`config.mk`:
```
export PLATFORM = sky130hd
export DESIGN_NAME = cmp_lteq_arbiter
export DESIGN_NICKNAME = d
export VERILOG_FILES = /design/src/rtl/cmp_lteq_arbiter.sv
export SDC_FILE = /design/constraint.sdc
export NUM_CORES = 1
export LEC_CHECK = 0
export ABC_CLOCK_PERIOD_IN_PS = 7910
export CORE_UTILIZATION = 45
export CTS_CLUSTER_DIAMETER = 30
export DETAILED_ROUTE_END_ITERATION = 6
export MAX_ROUTING_LAYER = met4
export PLACE_DENSITY = 0.87
export REMOVE_ABC_BUFFERS = 1
export SETUP_SLACK_MARGIN = 0.05
export SYNTH_ARGS = -nofsm -noshare
export SYNTH_HDL_FRONTEND = slang
export SYNTH_SLANG_ARGS = --single-unit
```
`constraint.sdc`:
```
create_clock -name clk -period 7.91 [get_ports clk]
set_clock_uncertainty 0.15 [all_clocks]
set_input_delay 1.582 -clock clk [delete_from_list [all_inputs] [get_ports clk]]
set_output_delay 1.582 -clock clk [all_outputs]
set_load 0.03 [all_outputs]
```
`src/rtl/cmp_lteq_arbiter.sv`:
```
// cmp_lteq_arbiter: round-robin sequencer sharing one signed <= comparator
// among NREQ requesters, returning tagged results on a single response channel.
module cmp_lteq_arbiter #(
   parameter int unsigned NREQ  = 4,
   parameter int unsigned WIDTH = 32,
   parameter int unsigned IDW   = 2,
   parameter int unsigned CNTW  = 16
) (
   input  logic                    clk,
   input  logic                    rst_n,
   input  logic [NREQ-1:0]         req_valid,
   output logic [NREQ-1:0]         req_ready,
   input  logic [NREQ*WIDTH-1:0]   req_a,
   input  logic [NREQ*WIDTH-1:0]   req_b,
   output logic                    rsp_valid,
   input  logic                    rsp_ready,
   output logic [IDW-1:0]          rsp_id,
   output logic                    rsp_lteq,
   output logic                    busy,
   output logic [CNTW-1:0]         done_cnt
);

   localparam int unsigned IW = (NREQ > 1) ? $clog2(NREQ) : 1;

   typedef enum logic [1:0] {
      S_IDLE    = 2'd0,
      S_COMPARE = 2'd1,
      S_HOLD    = 2'd2
   } state_t;

   state_t             state;
   logic [IW-1:0]      rr_ptr;
   logic [IW-1:0]      id_q;
   logic [WIDTH-1:0]   a_q;
   logic [WIDTH-1:0]   b_q;

   logic               grant_vld;
   logic [IW-1:0]      grant_idx;
   logic [IW:0]        search_idx;
   logic [WIDTH-1:0]   grant_a;
   logic [WIDTH-1:0]   grant_b;
   logic [IW-1:0]      next_ptr;
   logic               accept;
   logic               lteq_c;

   // Full two's-complement compare: differing signs decide by A's sign,
   // otherwise an unsigned compare of the raw bits is exact.
   function automatic logic signed_lteq(input logic [WIDTH-1:0] a,
                                        input logic [WIDTH-1:0] b);
      logic r;
      if (a[WIDTH-1] != b[WIDTH-1]) begin
         r = a[WIDTH-1];
      end else begin
         r = (a <= b);
      end
      return r;
   endfunction

   // Round-robin search: first valid requester starting at rr_ptr, wrapping.
   always_comb begin
      grant_vld  = 1'b0;
      grant_idx  = '0;
      search_idx = '0;
      for (int unsigned k = 0; k < NREQ; k++) begin
         search_idx = {1'b0, rr_ptr} + (IW+1)'(k);
         if (search_idx >= (IW+1)'(NREQ)) begin
            search_idx = search_idx - (IW+1)'(NREQ);
         end
         if (!grant_vld && req_valid[IW'(search_idx)]) begin
            grant_vld = 1'b1;
            grant_idx = IW'(search_idx);
         end
      end
   end

   // Operand mux for the granted requester.
   always_comb begin
      grant_a = '0;
      grant_b = '0;
      for (int unsigned k = 0; k < NREQ; k++) begin
         if (IW'(k) == grant_idx) begin
            grant_a = req_a[k*WIDTH +: WIDTH];
            grant_b = req_b[k*WIDTH +: WIDTH];
         end
      end
   end

   // One-hot accept toward the granted requester, only while idle and out of reset.
   always_comb begin
      req_ready = '0;
      if (rst_n && (state == S_IDLE) && grant_vld) begin
         req_ready[grant_idx] = 1'b1;
      end
   end

   assign accept   = (state == S_IDLE) && grant_vld;
   assign next_ptr = (grant_idx == IW'(NREQ - 1)) ? '0 : grant_idx + IW'(1);
   assign lteq_c   = signed_lteq(a_q, b_q);
   assign busy     = (state != S_IDLE);

   // Sequencer: accept -> compare -> hold result until the consumer takes it.
   always_ff @(posedge clk or negedge rst_n) begin
      if (!rst_n) begin
         state     <= S_IDLE;
         rr_ptr    <= '0;
         id_q      <= '0;
         a_q       <= '0;
         b_q       <= '0;
         rsp_valid <= 1'b0;
         rsp_id    <= '0;
         rsp_lteq  <= 1'b0;
         done_cnt  <= '0;
      end else begin
         case (state)
            S_IDLE: begin
               if (accept) begin
                  a_q    <= grant_a;
                  b_q    <= grant_b;
                  id_q   <= grant_idx;
                  rr_ptr <= next_ptr;
                  state  <= S_COMPARE;
               end
            end
            S_COMPARE: begin
               rsp_lteq  <= lteq_c;
               rsp_id    <= IDW'(id_q);
               rsp_valid <= 1'b1;
               state     <= S_HOLD;
            end
            S_HOLD: begin
               if (rsp_ready) begin
                  rsp_valid <= 1'b0;
                  done_cnt  <= done_cnt + CNTW'(1);
                  state     <= S_IDLE;
               end
            end
            default: begin
               state <= S_IDLE;
            end
         endcase
      end
   end

endmodule

```
**Word level (Yosys, flattened, before mapping)**

Cells that the tools add are included.

- Register bits: 90
- Input bits: 263
- Output and inout port bits: 25
- Word-level logic and storage cells: 94

- $add $sub $neg: 9
- Magnitude comparators: 11
- Eq/ne operators: 9
- Mux-type cells: 38
- Reductions and logical operators: 18

Operators with widths:

| operator | number |
|---|---|
| two-way mux 32 bit | 8 |
| less-or-equal comparator 32 bit | 1 |
| two-way mux 2 bit | 11 |
| adder 16 x 1 -> 16 bit (second input constant) | 1 |
| < comparator 2 x 3 -> 1 bit (second input constant) | 5 |
| two-way mux 1 bit | 11 |
| greater-or-equal comparator 3 bit (second input constant) | 3 |
| binary-select mux 1 bit (select 2 bit) | 4 |
| AND reduction 2 bit | 4 |
| subtractor 2 x 1 -> 2 bit (second input constant) | 4 |
| logical AND 1 bit | 7 |
| adder 2 x 2 -> 3 bit (second input constant) | 2 |
| one-hot mux 2 bit (3 select lines) | 1 |
| == test 2 bit (first input constant) | 2 |
| == test 2 bit (second input constant) | 2 |
| zero test 2 bit | 2 |
| two-way mux 4 bit | 1 |
| != test 2 bit (second input constant) | 2 |
| nonzero test 2 bit | 2 |
| adder 2 x 1 -> 3 bit (second input constant) | 1 |
| greater-or-equal comparator 2 x 3 -> 1 bit (second input constant) | 1 |
| zero test 1 bit | 3 |
| adder 2 x 1 -> 2 bit (second input constant) | 1 |
| demux 1 bit (select 2 bit) | 1 |
| 5 further kinds | 5 |

**Longest topological paths before layout**

Gate-level depths: netlist (run 1).

- Word-level depth: 19
- Depth in mapped cells: 12
- Depth with buffers taken out: 10

**Worst setup path after synthesis (run 1)**

OpenSTA, ideal clock, no wires.

- Kind: input-to-output
- Start point: input req_valid[2]
- End point: output req_ready[3]
- Arrival: 3.241 ns
- Required time: 6.178 ns
- Slack: 2.937 ns
- Stages: 7
- Buffers on the path: 2
- Cell sequence: mux2i_1 > nor2_1 > nor3_1 > ha_1 > clkbuf_1 > clkbuf_1 > and3_1

- Cells in the longest elaborated chain, start to end: 17
- Elaborated cells on any way between the ends: 29
- Those cells by class: 2 x order compare; 19 x mux; 8 x reduce/logical

Ends and longest elaborated chain:

| item | RTL line | source |
|---|---|---|
| start, declared | 11 | `input logic [NREQ-1:0] req_valid,` |
| binary-select mux 1 bit (select 2 bit) | 69 | `if (!grant_vld && req_valid[IW'(search_idx)]) begin` |
| two-way mux 1 bit (not written as such) | 69 |  |
| two-way mux 1 bit | 69 |  |
| zero test 1 bit | 69 |  |
| logical AND 1 bit | 69 |  |
| two-way mux 1 bit | 69 |  |
| zero test 1 bit | 69 |  |
| logical AND 1 bit | 69 |  |
| [... 2 more ...] | n/a |  |
| logical AND 1 bit | 69 |  |
| two-way mux 2 bit (*) | 69 |  |
| net grant_idx[0] | 38 | `logic [IW-1:0] grant_idx;` |
| < comparator 2 x 3 -> 1 bit (not written as such) or greater-or-equal comparator 2 x 1 -> 1 bit (tied branches) | 92 | `req_ready[grant_idx] = 1'b1;` |
| logical AND 1 bit (not written as such) | 92 |  |
| two-way mux 1 bit (not written as such) | 92 |  |
| demux 1 bit (select 2 bit) (*) | 92 |  |
| two-way mux 4 bit (*) | 91 | `if (rst_n && (state == S_IDLE) && grant_vld) begin` |
| end, declared | 12 | `output logic [NREQ-1:0] req_ready,` |

Mark *: on every way through the listed nets, which the timed path passes. The rest lies on a longest branch. The select of a mux whose other input is x is not followed.

**Worst setup path after layout (run 1)**

- Start point: input req_valid[0]
- End point: output req_ready[2]

Same word-level chain as after synthesis.

==> key figures, run 1 <==
Placement
  – Worst slack after detailed placement: 1.89 ns
  – Weighted congestion at the end of routability-driven global placement: 0.848
  – Number of I/O port buffers: 287
  – Placed cell areas: 9030 um2
  – Detail Placement HPWL: 13.4 mm

Detailed routing
  – Initial DRT Pass Iterations: 4
  – Via density: 5.44
  – Number of nets still failing antenna checks after routing: 0
  – DRC violations left: 0
  – Per-cell routed wire length: 15.1 um
  – Final wirelength: 17.6 mm
  – Initial DRC count: 251
  – Number of vias in the routed layout: 6322

Power
  – Switching portion of total power: 0.435
  – Power Internal: 1.71 mW
  – Proportion of power drawn by flip-flops and latches: 0.269
  – Power per cell area: 323 nW/um2
  – Power share of the clock group: 0.140
  – Total design power: 3.02 mW
  – Combinational cell fraction of total power: 0.591
  – Switching power summed over all nets: 1.31 mW
  – Leakage power summed over all cells: 3.80 nW
  – Maximum vdd ir drop: 0.000150 V

Yosys
  – Cell types occupying the most area after synthesis: sky130_fd_sc_hd__dfrtp_1, sky130_fd_sc_hd__a21oi_1, sky130_fd_sc_hd__a221oi_1, sky130_fd_sc_hd__ha_1, sky130_fd_sc_hd__nor2b_1
  – Number of cells produced by synthesis: 735
  – Post-synth EDFFs: 0
  – Distinct cell type count of the synthesized netlist: 42
  – Most common library cells after synthesis: sky130_fd_sc_hd__a21oi_1, sky130_fd_sc_hd__dfrtp_1, sky130_fd_sc_hd__nor2_1, sky130_fd_sc_hd__nor3_1, sky130_fd_sc_hd__nor2b_1
  – Most used standard cell by instance count after synthesis: sky130_fd_sc_hd__a21oi_1
  – Top_reg_cell synth: sky130_fd_sc_hd__dfrtp_1
  – Warnings from Yosys: 0
  – Post-Syn Area: 6090 um2
  – Yosys top cell by area: sky130_fd_sc_hd__dfrtp_1
  – Portion of the post-synthesis area used by sequential elements: 0.370
  – Synthesized flop and latch total: 90
  – Share of async-settable or async-resettable flops after synthesis: 1.00
  – Avg Synthesized Cell Area: 8.29 um2
  – Area share of the leading cell type in the synthesized netlist: 0.370

Clocking
  – Cts bufs inserted: 9
  – Cell at the root of the clock tree: sky130_fd_sc_hd__clkbuf_16
  – Setup bufs post-CTS: 0
  – Level count of the clock H-tree: 3
  – Count of clock tree sinks: 90
  – Clock input transition at the sequential cells of the worst setup and hold paths: 0.06 ns
  – Deepest clock path buffer count: 2
  – Hold-fix buffer count after cts: 0
  – Resize count post-CTS: 0
  – Clock network latency to the later pin of the worst-skew pair: 0.33 ns
  – TritonCTS clock tree: yes

STA
  – Setup slack after layout: 1.88 ns
  – Final max-slew violation count: 0
  – Setup total negative slack: 0 ns
  – Maximum clock rate: 0.166 GHz
  – Slew Limit Headroom: 0.474
  – Final Critical Period: 6.03 ns
  – Unrepaired setup endpoints after global routing: no
  – Transition time at the pin with the least slew margin: 0.787 ns
  – Final worst-path cycle share: 0.762
  – Number of endpoints failing setup at the final stage: 0
  – Number of hold-slack violations in the final timing report: 0

Final layout
  – Diodes inserted: 0
  – Summed area of non-filler cells in the final layout: 9330 um2
  – Net count reported at finish: 1283
  – Ratio of cells with drive above 1 in the final layout: 0.0375
  – Synthesis-to-finish area growth: 53.1%

Critical path
  – Worst Reg2Reg Path Length in Cells: 11
  – Crit-path most repeated cell: sky130_fd_sc_hd__clkdlybuf4s50_1
  – Crit start category: primary input
  – Sequence of cells on the critical path: clkdlybuf4s50_1, mux2i_1, nor2_1, nor3_1, inv_1, ha_4, and3_1, clkdlybuf4s50_1
  – Startpoint of the lowest-slack register-to-register path: rr_ptr[1]
  – CP Capture Type: output pin
  – Worst flop-to-flop path endpoint: b_q[12]
  – Type of the setup path with the least slack: primary input to output pin
  – Crit path max-delay family: buffers and inverters
  – Reg2Reg Setup Slack: 3.87 ns
  – Crit-path max FO: 63
  – Number of buffers and inverters on the critical path: 3
  – Largest stage delay on the critical path: 0.60 ns
  – CP Data Arrival Time: 4.30 ns
  – Master of the slowest instance on the critical path: sky130_fd_sc_hd__clkdlybuf4s50_1
  – Data required, critical path: 6.18 ns

Outcome
  – Status: completed

Floorplanning
  – Cell Rows: 42
  – Starting utilization of the core area: 0.460
  – Area of the core: 13200 um2
  – Overall die height: 118 um
  – DIE WIDTH: 118 um
  – I/O pins: 288
  – Total Die Area: 14000 um2

Global route
  – First-pass GRT wire length: 28.6 mm
  – GRT Resource Usage Total: 0.261
  – GR Overflow Total: 0
  – Number of antenna violations at the first check in global routing: 0
  – Largest net degree at the start of global routing: 68
  – Vias in the first global route: 6119

Flow run
  – Total of max-cap violations: 0

Min path
  – Worst min-delay path startpoint: done_cnt[15]
  – Worst hold path depth: 1
  – Worst Hold Endpoint: done_cnt[15]
  – Path type of the worst min-delay path: register to register
[logic make-up (layout without fill, tap and decap cells)]
group,count (synthesis),in the layout,share of synthesized area
AND/OR/NAND/NOR,260,260,0.224
AO/OA/AOI/OAI,231,231,0.234
buffers and inverters,97,349,0.0655
flip-flops,90,90,0.370
adder cells (fa/ha/maj),37,37,0.0760
XOR/XNOR,15,15,0.0216
multiplexers,5,5,0.00903
[layout by cell type, fill, tap and decap left out, types with 2 or more instances in the layout]
| cell | count |
|---|---|
| sky130_fd_sc_hd__clkdlybuf4s50_1 | 286 |
| sky130_fd_sc_hd__mux2_1 | 4 |
| sky130_fd_sc_hd__xor2_1 | 4 |
| sky130_fd_sc_hd__nor2b_1 | 65 |
| sky130_fd_sc_hd__nor2_1 | 71 |
| sky130_fd_sc_hd__a21o_1 | 2 |
| sky130_fd_sc_hd__a22oi_1 | 2 |
| sky130_fd_sc_hd__o21ai_1 | 4 |
| sky130_fd_sc_hd__xnor2_1 | 11 |
| sky130_fd_sc_hd__dfrtp_1 | 90 |
| sky130_fd_sc_hd__nand3_1 | 5 |
| sky130_fd_sc_hd__a221oi_1 | 64 |
| sky130_fd_sc_hd__o21a_1 | 3 |
| sky130_fd_sc_hd__nand2_1 | 15 |
| sky130_fd_sc_hd__nand4_1 | 12 |
| sky130_fd_sc_hd__inv_1 | 38 |
| sky130_fd_sc_hd__nand4_2 | 2 |
| sky130_fd_sc_hd__ha_4 | 2 |
| sky130_fd_sc_hd__buf_4 | 9 |
| sky130_fd_sc_hd__clkinvlp_4 | 2 |
| sky130_fd_sc_hd__clkbuf_16 | 9 |
| sky130_fd_sc_hd__nor3_1 | 69 |
| sky130_fd_sc_hd__and3_1 | 6 |
| sky130_fd_sc_hd__a21oi_1 | 146 |
| sky130_fd_sc_hd__nand2b_1 | 2 |
| sky130_fd_sc_hd__o211ai_1 | 2 |
| sky130_fd_sc_hd__o21ai_0 | 5 |
| sky130_fd_sc_hd__ha_1 | 34 |
| sky130_fd_sc_hd__clkinv_2 | 2 |
[power by group through the flow]
stage / sequential [mW] / combinational (mW) / clock [mW]
floorplan: 0.830 / 1.27 / 0
global placement: 0.810 / 1.74 / 0
detailed placement: 0.817 / 1.79 / 0
CTS: 0.811 / 1.80 / 0.430
global route: 0.842 / 2.03 / 0.450
finish: 0.811 / 1.78 / 0.423
[how the worst max path moves through the flow]
| stage | from | to | slack, ns | cells past startpoint |
|---|---|---|---|---|
| after floorplan | req_valid[1] | req_ready[0] | -0.33 | 3 |
| after global placement | req_valid[0] | req_ready[2] | 1.98 | 8 |
| after global routing | req_valid[0] | req_ready[2] | 1.70 | 8 |
| final | req_valid[0] | req_ready[2] | 1.88 | 8 |
| after CTS | req_valid[0] | req_ready[2] | 1.88 | 8 |
| after detailed placement | req_valid[0] | req_ready[2] | 1.89 | 8 |
[worst register-to-register path, cell delays in order (launching register included)]
cell,delay [ns]
sky130_fd_sc_hd__dfrtp_1,0.45
sky130_fd_sc_hd__mux2i_1,0.21
sky130_fd_sc_hd__nor2_1,0.05
sky130_fd_sc_hd__nor3_1,0.59
sky130_fd_sc_hd__ha_2,0.35
sky130_fd_sc_hd__buf_4,0.60
sky130_fd_sc_hd__nor2b_4,0.32
sky130_fd_sc_hd__buf_4,0.38
sky130_fd_sc_hd__a221oi_1,0.42
sky130_fd_sc_hd__nor3_1,0.15
sky130_fd_sc_hd__a21oi_1,0.15
sky130_fd_sc_hd__a21oi_1,0.07
[cell type report]
type	count	area, um2
clock buffers	10	239
clock inverters	5	55.1
fillers	1097	3920
inverters	39	146
multi-input cells	548	3480
flip-flops and latches	90	2250
well taps	176	220
repair buffers	295	2930
[per-stage QoR]
stage / std cells / util / hold slack (ns)
after floorplan: 677 / - / 0.300
after global placement: 1148 / 0.682 / 0.309
after detailed placement: 1148 / 0.682 / 0.312
after CTS: 1163 / 0.704 / 0.323
after global routing: 1163 / 0.704 / 0.352
final: 1163 / 0.704 / 0.322
[flip-flops by register name (all words and copies together) (netlist names)]
register / flops
a_q: 32
b_q: 32
done_cnt: 16
id_q: 2
rr_ptr: 2
rsp_id: 2
state: 2
rsp_lteq: 1
rsp_valid: 1
[metal layers]
layer,GRT usage,up-vias,wire [um]
li1,-,3165,-
met1,0.303,2940,7360
met2,0.465,194,9040
met3,0.0381,23,826
met4,0.0785,0,378
met5,-,-,0
Power figures use the tool's default switching activity.
==> run 2, diff against run 1 <==
--- a/config.mk
+++ b/config.mk
@@ -5,12 +5,12 @@
 export SDC_FILE = /design/constraint.sdc
 export NUM_CORES = 1
 export LEC_CHECK = 0
-export ABC_CLOCK_PERIOD_IN_PS = 7910
-export CORE_UTILIZATION = 45
+export ABC_CLOCK_PERIOD_IN_PS = 5100
+export CORE_UTILIZATION = 38
 export CTS_CLUSTER_DIAMETER = 30
 export DETAILED_ROUTE_END_ITERATION = 6
 export MAX_ROUTING_LAYER = met4
-export PLACE_DENSITY = 0.87
+export PLACE_DENSITY = 0.78
 export REMOVE_ABC_BUFFERS = 1
 export SETUP_SLACK_MARGIN = 0.05
 export SYNTH_ARGS = -nofsm -noshare
==> constraint.sdc (replaced) <==
create_clock -name clk -period 5.1 [get_ports clk]
set_clock_uncertainty 0.15 [all_clocks]
set_input_delay 1.02 -clock clk [delete_from_list [all_inputs] [get_ports clk]]
set_output_delay 1.02 -clock clk [all_outputs]
set_load 0.03 [all_outputs]
==> key figures, run 2 (synthesis results as in run 1) <==
Outcome
  – Status: completed

Clocking
  – Deepest clock path buffer count: 2 (unchanged)
  – Cts bufs inserted: 9 (unchanged)
  – Cell at the root of the clock tree: sky130_fd_sc_hd__clkbuf_16
  – Level count of the clock H-tree: 3 (unchanged)
  – Setup bufs post-CTS: 0 (unchanged)
  – TritonCTS clock tree: yes
  – Clock input transition at the sequential cells of the worst setup and hold paths: 0.06 ns (about the same)
  – Hold-fix buffer count after cts: 0 (unchanged)
  – Clock network latency to the later pin of the worst-skew pair: 0.34 ns (about the same)
  – Resize count post-CTS: 0 (unchanged)
  – Count of clock tree sinks: 90 (unchanged)

Final layout
  – Leading cell type in the layout, fill and taps excluded: sky130_fd_sc_hd__clkdlybuf4s50_1
  – Number of inserted filler cells in the final layout: 1395 (+27%)
  – Synthesis-to-finish area growth: 54.8%
  – Diodes inserted: 0 (unchanged)
  – Net count reported at finish: 1286 (+0.23%)
  – Registers with the most flip-flops: a_q x32, b_q x32, done_cnt x16
  – Non-filler instance count after layout: 1200 (+3.2%)
  – Highest-count cells in the layout ignoring fill and taps: sky130_fd_sc_hd__clkdlybuf4s50_1, sky130_fd_sc_hd__a21oi_1, sky130_fd_sc_hd__dfrtp_1
  – Ratio of cells with drive above 1 in the final layout: 0.0374 (-0.0000758)

Critical path
  – CP Data Arrival Time: 3.42 ns (-0.88 ns)
  – Master of the slowest instance on the critical path: sky130_fd_sc_hd__clkdlybuf4s50_1
  – Data required, critical path: 3.93 ns (-2.25 ns)
  – Type of the setup path with the least slack: primary input to output pin
  – Startpoint of the lowest-slack register-to-register path: rr_ptr[1]
  – CP Capture Type: output pin
  – Sequence of cells on the critical path: clkdlybuf4s50_1, a21oi_1, o21a_1, o22ai_1, ha_2, and3_1, clkdlybuf4s50_1
  – Critical path startpoint: req_valid[0]
  – Crit start category: primary input
  – Crit-path most repeated cell: sky130_fd_sc_hd__clkdlybuf4s50_1
  – Crit-path max FO: 5 (-92%)
  – Largest stage delay on the critical path: 0.76 ns (+0.16 ns)

STA
  – Slew Limit Headroom: 0.479 (+0.00457)
  – Unrepaired setup endpoints after global routing: no
  – Maximum clock rate: 0.218 GHz
  – Number of endpoints failing setup at the final stage: 0 (unchanged)
  – Transition time at the pin with the least slew margin: 0.780 ns (-0.00684 ns)
  – Final Critical Period: 4.59 ns
  – Final max-slew violation count: 0 (unchanged)
  – Number of hold-slack violations in the final timing report: 0 (unchanged)
  – Final worst-path cycle share: 0.900

Detailed routing
  – Per-cell routed wire length: 15.2 um (+0.33%)
  – Final wirelength: 18.2 mm (+3.5%)
  – Initial DRT Pass Iterations: 5 (+1)
  – Initial DRC count: 247 (-1.6%)
  – Number of nets still failing antenna checks after routing: 0 (unchanged)
  – Number of vias in the routed layout: 6212 (-1.7%)
  – Via density: 5.18 (-4.8%)
  – DRC violations left: 0 (unchanged)

Floorplanning
  – Area of the core: 15400 um2 (+16%)
  – Cell Rows: 45 (+7.1%)
  – I/O pins: 288 (unchanged)
  – DIE WIDTH: 129 um (+8.7%)
  – Overall die height: 129 um (+8.7%)
  – Total Die Area: 16500 um2 (+18%)
  – Starting utilization of the core area: 0.395 (-0.0652)

Min path
  – Path type of the worst min-delay path: register to register
  – Worst min-delay path startpoint: done_cnt[15]

Power
  – Maximum vdd ir drop: 0.000262 V (+75%)
  – Power per cell area: 507 nW/um2 (+57%)
  – Leakage power summed over all cells: 3.83 nW (+0.88%)
  – Total design power: 4.78 mW (+59%)

Global route
  – GRT Resource Usage Total: 0.229 (-0.0316)
  – GR Overflow Total: 0 (unchanged)
  – First-pass GRT wire length: 29.0 mm (+1.4%)
  – Number of antenna violations at the first check in global routing: 0 (unchanged)
  – Largest net degree at the start of global routing: 129 (+90%)
  – Vias in the first global route: 6126 (+0.11%)

Placement
  – Number of I/O port buffers: 287 (unchanged)
  – Weighted congestion at the end of routability-driven global placement: 0.795 (-6.2%)
  – Placed Instances: 1186 (+3.3%)
  – Detail Placement HPWL: 13.8 mm (+2.5%)

Flow run
  – Total of max-cap violations: 0 (unchanged)
-- run 2: cell types whose count changed in the layout (fill, tap and decap cells not counted) --
cell and delta:
sky130_fd_sc_hd__buf_4 +2, sky130_fd_sc_hd__bufinv_16 +2, sky130_fd_sc_hd__clkbuf_1 +2, sky130_fd_sc_hd__clkinv_2 -2, sky130_fd_sc_hd__clkinvlp_4 -2, sky130_fd_sc_hd__buf_12 +1
sky130_fd_sc_hd__clkbuf_8 -1
-- run 2: worst paths after layout --
check / end / slack, ns / cells past startpoint
worst max-delay path: req_ready[1] / 0.51 / 7
worst min-delay path: done_cnt[15] / 0.32 / 1
worst max register to register: a_q[28] / 1.77 / 10
worst min register to register: done_cnt[15] / 0.32 / 1
max in group asynchronous: a_q[28] / 3.55 / 2
min in group asynchronous: a_q[6] / 0.44 / 1
-- run 2: critical path: cells and delay by family --
kind	cells	cell delay, ns
buffers and inverters	2	1.30
AO/OA/AOI/OAI	3	0.60
adder cells (fa/ha/maj)	1	0.33
AND/OR/NAND/NOR	1	0.17
-- run 2: per-layer routing --
layer  GRT usage  part of all wire  up-vias
met5           -                 0        -
met4      0.0471            0.0080        0
met3      0.0403             0.048       14
met2       0.407              0.51      174
met1       0.271              0.44     2860
li1            -                 -     3164
-- run 2: report_power, final --
part           internal (mW)  total, mW  switching [mW]
clock network          0.474      0.735           0.262
logic                   1.22       2.78            1.56
registers               1.05       1.26           0.209
-- run 2: metrics by stage --
stage / hold WS (ns) / area, um2 / utilization / TNS (ns) / setup slack (ns)
final: 0.320 / 9440 / 0.612 / 0 / 0.509
after CTS: 0.321 / 9440 / 0.612 / 0 / 0.511
after detailed placement: 0.312 / 9110 / 0.591 / 0 / 0.515
after global placement: 0.307 / 9110 / 0.591 / 0 / 0.531
after floorplan: 0.300 / 5840 / - / -58.25 / -2.01
after global routing: 0.353 / 9440 / 0.612 / 0 / 0.408
-- run 2: final cells by class --
type / count / area [um2] / area share
clock buffer: 11 / 233 / 0.0247
clock inverter: 3 / 90.1 / 0.00955
inverter: 39 / 146 / 0.0155
multi-input combinational: 548 / 3480 / 0.369
sequential: 90 / 2250 / 0.239
tap: 211 / 264 / 0.0280
timing repair buffer: 298 / 2970 / 0.314
